==> src/rtl/seq_mult_feeder_if.sv <==
// Operand/result/multiplier bundle for seq_mult_feeder.
// The feeder uses the slave modport; the driving environment uses master.
interface seq_mult_feeder_if #(
   parameter int unsigned WIDTH = 6
);
   logic                 in_valid;
   logic                 in_ready;
   logic [WIDTH-1:0]     in_a;
   logic [WIDTH-1:0]     in_b;
   logic                 mult_rst;
   logic                 mult_load;
   logic [WIDTH-1:0]     mult_a;
   logic [WIDTH-1:0]     mult_b;
   logic [2*WIDTH-1:0]   mult_product;
   logic                 out_valid;
   logic                 out_ready;
   logic [2*WIDTH-1:0]   out_product;
   logic                 busy;

   modport slave (
      input  in_valid, in_a, in_b, mult_product, out_ready,
      output in_ready, mult_rst, mult_load, mult_a, mult_b, out_valid, out_product, busy
   );

   modport master (
      output in_valid, in_a, in_b, mult_product, out_ready,
      input  in_ready, mult_rst, mult_load, mult_a, mult_b, out_valid, out_product, busy
   );
endinterface

==> src/rtl/seq_mult_feeder.sv <==
// Feeds buffered operand pairs to a sequential multiplier one at a time and
// holds each finished product on a valid/ready output until consumed.
module seq_mult_feeder #(
   parameter int unsigned WIDTH       = 6,
   parameter int unsigned MULT_CYCLES = 6,
   parameter int unsigned FIFO_DEPTH  = 2
) (
   input logic            clk,
   input logic            rst,
   seq_mult_feeder_if.slave bus
);
   localparam int unsigned PtrW  = (FIFO_DEPTH > 1) ? $clog2(FIFO_DEPTH) : 1;
   localparam int unsigned CntW  = $clog2(FIFO_DEPTH + 1);
   localparam int unsigned WaitW = (MULT_CYCLES > 1) ? $clog2(MULT_CYCLES) : 1;

   typedef enum logic [2:0] {StIdle, StLoad, StWait, StCapture, StHold} state_e;

   state_e              state_q, state_d;
   logic [WaitW-1:0]    wait_q, wait_d;
   logic [PtrW-1:0]     wr_ptr_q, rd_ptr_q;
   logic [CntW-1:0]     cnt_q, cnt_d;
   logic [2*WIDTH-1:0]  mem_q [FIFO_DEPTH];
   logic [WIDTH-1:0]    mult_a_q, mult_b_q;
   logic                out_valid_q, out_valid_d;
   logic [2*WIDTH-1:0]  out_product_q, out_product_d;
   logic                in_ready;
   logic                push, pop, load;

   assign in_ready = (cnt_q != CntW'(FIFO_DEPTH));
   assign push     = bus.in_valid && in_ready;
   // Pop only from idle; the FSM sees registered count, so a fresh push waits a cycle.
   assign pop      = (state_q == StIdle) && (cnt_q != '0);

   always_comb begin
      cnt_d = cnt_q;
      if (push && !pop) begin
         cnt_d = cnt_q + CntW'(1);
      end else if (!push && pop) begin
         cnt_d = cnt_q - CntW'(1);
      end
   end

   always_ff @(posedge clk) begin
      if (!rst) begin
         wr_ptr_q <= '0;
         rd_ptr_q <= '0;
         cnt_q    <= '0;
      end else begin
         if (push) wr_ptr_q <= wr_ptr_q + PtrW'(1);
         if (pop)  rd_ptr_q <= rd_ptr_q + PtrW'(1);
         cnt_q <= cnt_d;
      end
   end

   always_ff @(posedge clk) begin
      if (push) mem_q[wr_ptr_q] <= {bus.in_a, bus.in_b};
   end

   always_comb begin
      state_d       = state_q;
      wait_d        = wait_q;
      out_valid_d   = out_valid_q;
      out_product_d = out_product_q;
      load          = 1'b0;
      case (state_q)
         StIdle: begin
            if (cnt_q != '0) state_d = StLoad;
         end
         StLoad: begin
            load    = 1'b1;
            wait_d  = '0;
            state_d = StWait;
         end
         StWait: begin
            if (wait_q == WaitW'(MULT_CYCLES - 1)) begin
               state_d = StCapture;
            end else begin
               wait_d = wait_q + WaitW'(1);
            end
         end
         StCapture: begin
            out_product_d = bus.mult_product;
            out_valid_d   = 1'b1;
            state_d       = StHold;
         end
         StHold: begin
            if (bus.out_ready) begin
               out_valid_d = 1'b0;
               state_d     = StIdle;
            end
         end
         default: state_d = StIdle;
      endcase
   end

   always_ff @(posedge clk) begin
      if (!rst) begin
         state_q       <= StIdle;
         wait_q        <= '0;
         mult_a_q      <= '0;
         mult_b_q      <= '0;
         out_valid_q   <= 1'b0;
         out_product_q <= '0;
      end else begin
         state_q       <= state_d;
         wait_q        <= wait_d;
         out_valid_q   <= out_valid_d;
         out_product_q <= out_product_d;
         if (pop) {mult_a_q, mult_b_q} <= mem_q[rd_ptr_q];
      end
   end

   assign bus.in_ready    = in_ready;
   assign bus.mult_rst    = ~rst;
   assign bus.mult_load   = load;
   assign bus.mult_a      = mult_a_q;
   assign bus.mult_b      = mult_b_q;
   assign bus.out_valid   = out_valid_q;
   assign bus.out_product = out_product_q;
   assign bus.busy        = (state_q != StIdle) || (cnt_q != '0);
endmodule

==> src/flat_wrapper.sv <==
// flat-port wrapper written by rule: the top's interface ports become plain ports
module seq_mult_feeder_flat 
#(
   parameter int unsigned WIDTH       = 6,
   parameter int unsigned MULT_CYCLES = 6,
   parameter int unsigned FIFO_DEPTH  = 2
)
  (clk, rst, bus_in_valid, bus_in_a, bus_in_b, bus_mult_product, bus_out_ready, bus_in_ready, bus_mult_rst, bus_mult_load, bus_mult_a, bus_mult_b, bus_out_valid, bus_out_product, bus_busy);
  seq_mult_feeder_if #(.WIDTH(WIDTH)) bus_i ();
  input logic clk;
  input logic rst;
  input wire logic [$bits(bus_i.in_valid)-1:0] bus_in_valid;
  input wire logic [$bits(bus_i.in_a)-1:0] bus_in_a;
  input wire logic [$bits(bus_i.in_b)-1:0] bus_in_b;
  input wire logic [$bits(bus_i.mult_product)-1:0] bus_mult_product;
  input wire logic [$bits(bus_i.out_ready)-1:0] bus_out_ready;
  output wire logic [$bits(bus_i.in_ready)-1:0] bus_in_ready;
  output wire logic [$bits(bus_i.mult_rst)-1:0] bus_mult_rst;
  output wire logic [$bits(bus_i.mult_load)-1:0] bus_mult_load;
  output wire logic [$bits(bus_i.mult_a)-1:0] bus_mult_a;
  output wire logic [$bits(bus_i.mult_b)-1:0] bus_mult_b;
  output wire logic [$bits(bus_i.out_valid)-1:0] bus_out_valid;
  output wire logic [$bits(bus_i.out_product)-1:0] bus_out_product;
  output wire logic [$bits(bus_i.busy)-1:0] bus_busy;
  assign bus_i.in_valid = bus_in_valid;
  assign bus_i.in_a = bus_in_a;
  assign bus_i.in_b = bus_in_b;
  assign bus_i.mult_product = bus_mult_product;
  assign bus_i.out_ready = bus_out_ready;
  assign bus_in_ready = bus_i.in_ready;
  assign bus_mult_rst = bus_i.mult_rst;
  assign bus_mult_load = bus_i.mult_load;
  assign bus_mult_a = bus_i.mult_a;
  assign bus_mult_b = bus_i.mult_b;
  assign bus_out_valid = bus_i.out_valid;
  assign bus_out_product = bus_i.out_product;
  assign bus_busy = bus_i.busy;
  seq_mult_feeder #(.WIDTH(WIDTH), .MULT_CYCLES(MULT_CYCLES), .FIFO_DEPTH(FIFO_DEPTH)) u_core (.clk(clk), .rst(rst), .bus(bus_i));
endmodule
==> config.mk <==
export PLATFORM = sky130hd
export DESIGN_NAME = seq_mult_feeder_flat
export DESIGN_NICKNAME = d
export VERILOG_FILES = /design/src/rtl/seq_mult_feeder_if.sv /design/src/rtl/seq_mult_feeder.sv /design/src/flat_wrapper.sv
export SDC_FILE = /design/constraint.sdc
export NUM_CORES = 1
export LEC_CHECK = 0
export CAP_MARGIN = 10
export CORE_AREA = 2 2 75 77
export CTS_BUF_LIST = sky130_fd_sc_hd__clkbuf_8
export DETAILED_ROUTE_END_ITERATION = 10
export DIE_AREA = 0 0 77 79
export PLACE_DENSITY = 0.72
export SYNTH_ARGS = -nofsm -noshare
export SYNTH_HDL_FRONTEND = slang
export SYNTH_SLANG_ARGS = --single-unit
==> constraint.sdc <==
create_clock -name clk -period 1.93 [get_ports clk]
set_input_delay 0.2895 -clock clk [delete_from_list [all_inputs] [get_ports clk]]
set_output_delay 0.2895 -clock clk [all_outputs]
set_load 0.05 [all_outputs]
==> reports/summary.txt <==
Top cells by count, synth = 35 x dfxtp_1, 30 x a21oi_1, 28 x nand2_1
Most frequent cell after synthesis = dfxtp_1
Antenna Cells = 0
Htree depth = 3
Hold Path Cell Cnt = 2
Rel. slew slack = 0.658
RSZ-0062 raised after global routing = false
Final worst-path cycle share = 0.936
Root buffer cell = clkbuf_8
First-pass GRT wire length = 7600 um
CP max-delay cell = clkdlybuf4s50_1
Nets = 300
Routability cong. = 0.758
Worst path buffer plus inverter count = 1
Setup bufs post-CTS = 0
Slew @ Worst Pin = 0.512 ns
Worst Clk Skew = 0.00554 ns
Largest net degree at the start of global routing = 16
Die Area = 6080 um2
Ranking of synthesized cells by area = edfxtp_1 31%, dfxtp_1 30%, a21oi_1 6.4%
Mapped Area = 2360 um2
Final Max Tran Viols = 0
Crit path capture type = primary output
Outcome = finished, final reports clean
Final antenna-violating net count = 0
Vias = 1708
Switching Power = 2.01 mW
Worst path cell trace = clkdlybuf4s50_1
Routed wire length = 4590 um
Flop pwr share = 0.342
Cells after Synth = 206
P per Cell Area = 1550 nW/um2
Gr usage total = 0.163
Avg Cell Area, Syn = 11.5 um2
Share of the synthesized area in the top cell type = 0.305
Switching fraction of total power = 0.405
Initial antenna violation count = 0
Final hold violation count = 0
Post-layout minimum cycle time = 1.81 ns
F_max = 554 MHz
Synthesis-stage register bit count = 59
Worst reg2reg path depth = 6
Crit path max-delay family = buffers and inverters
Post-synth EDFFs = 24
Clk slew on worst S/H paths = 0.06 ns
Fillcell total = 476
Req. time, crit path = 1.64 ns
Clock Latency Late Sink = 0.33 ns
Post-DP Area = 3040 um2
Int Pwr = 2.95 mW
Vias in the first global route = 1594
Peak VDD IR = 0.00163 V
Largest area contributor in the netlist = edfxtp_1
Gate power share = 0.481
Place WS = 0.155 ns
Drt pass-1 iters = 4
Kind of critical path = reg2out
CTS tree = built
Share of layout cells above drive strength 1 = 0.147
Post-synth ARST share = 0
Starting Density = 0.442
LEAKAGE = 1.14 nW
Clock buffer count from CTS = 9
Max-cap violations = 0
Final instance area = 3190 um2
Power Total = 4.96 mW
Area growth syn-to-layout = 35.2%
Top Ports = 57
Top_reg_cell synth = dfxtp_1
Crit. path cell count = 1
Via/cell ratio = 4.95
Maximum clock insertion buffer count = 2
Drt wl/cell = 13.3 um
CTS Sinks = 59
Worst Setup Slack, final = 0.123 ns
Remaining Overflow, GRT = 0
CP max FO = 2
Hold Worst Slack = 0.453 ns
Final setup viols = 0
FP Rows = 27
Startpoint class of the critical path = flip-flop
Syn Nets = 237
First DRT Iteration DRCs = 101
Yosys warns = 0
Hold_buf cts = 0
Sequential element share of the synthesized area = 0.602
Post-DP HPWL = 3020 um
DRC = 0
Worst Path Arrival = 1.52 ns
Die Y = 79 um
Critical Path Max Stage Delay = 0.83 ns
Netlist cell types = 38
Cts repair resizes = 0
Clk pwr share = 0.176
Setup TNS = 0 ns
Core Area = 5340 um2
Hold Path Class = reg2reg
Port buffer count = 56
Die width = 77 um
stage by stage:
stage,util,cells
2_1_floorplan,-,206
3_3_place_gp,0.570,330
3_5_place_dp,0.570,330
4_1_cts,0.598,345
5_1_grt,0.598,345
6_report,0.598,345
registers in the layout (all words and copies together) (netlist names):
| register | flops |
|---|---|
| u_core.wait_q | 3 |
| u_core.bus.mult_b | 6 |
| u_core.bus.out_valid | 1 |
| u_core.rd_ptr_q | 1 |
| u_core.bus.mult_a | 6 |
| u_core.cnt_q | 2 |
| u_core.bus.out_product | 12 |
| u_core.state_q | 3 |
| u_core.wr_ptr_q | 1 |
| u_core.mem_q | 24 |
worst min-delay path: stages, from the launching register on:
cell and delay (ns):
dfxtp_1 0.30, nand2_1 0.05, a21oi_1 0.05
cells in the final DEF (no fill, tap or decap), types with 2 or more instances in the layout:
cell	synthesis	routed
a211oi_2	8	8
nand2_1	28	28
clkbuf_8	0	9
nor2_1	4	4
a21oi_1	30	30
nand4_1	2	2
a211oi_1	4	4
nand3b_1	4	4
nand2b_1	2	2
nor2b_1	3	3
buf_4	0	13
clkinv_2	0	3
buf_12	0	3
and3_1	2	2
xor2_1	2	2
inv_1	4	6
mux2i_1	12	12
dfxtp_1	35	35
nor3_1	2	2
edfxtp_1	24	24
clkdlybuf4s50_1	0	52
o21ai_0	4	4
ha_1	3	3
path summary, 6_finish.rpt:
check | from | to | slack [ns]
setup / recovery | u_core.bus.mult_b[4] | bus_mult_b[4] | 0.12
hold / removal | u_core.bus.out_product[1] | u_core.bus.out_product[1] | 0.45
setup reg to reg | u_core.cnt_q[0] | u_core.cnt_q[1] | 0.32
hold reg to reg | u_core.bus.out_product[1] | u_core.bus.out_product[1] | 0.45
cell type report:
type,count,area [um2],share of cell area
inverter,4,15.0,0.00471
multi-input combinational,127,836,0.262
clock inverter,6,26.3,0.00824
tap,72,90.1,0.0282
clock buffer,9,124,0.0388
timing repair buffer,68,678,0.213
sequential,59,1420,0.445
power by group through the flow:
stage | Combinational (mW) | Clock [mW] | Sequential [mW]
floorplan | 1.26 | 0 | 2.15
global placement | 2.37 | 0 | 1.72
detailed placement | 2.39 | 0 | 1.72
CTS | 2.40 | 0.906 | 1.70
global route | 2.56 | 0.970 | 1.72
finish | 2.39 | 0.875 | 1.70
kinds of logic after synthesis:
family | count (synthesis) | share of synthesized area
flip-flops | 59 | 0.602
AND/OR/NAND/NOR | 57 | 0.127
AO/OA/AOI/OAI | 52 | 0.150
buffers and inverters | 20 | 0.0435
multiplexers | 12 | 0.0509
XOR/XNOR | 3 | 0.0111
adder cells (fa/ha/maj) | 3 | 0.0159
layer usage:
metal	vias to the layer above	track usage	wire length, um
met5	-	0	0
met4	0	0.0982	108
met3	12	0.0455	235
met2	49	0.248	2170
met1	786	0.209	2080
li1	861	-	-
No activity file was read; power rests on OpenSTA's default activity.
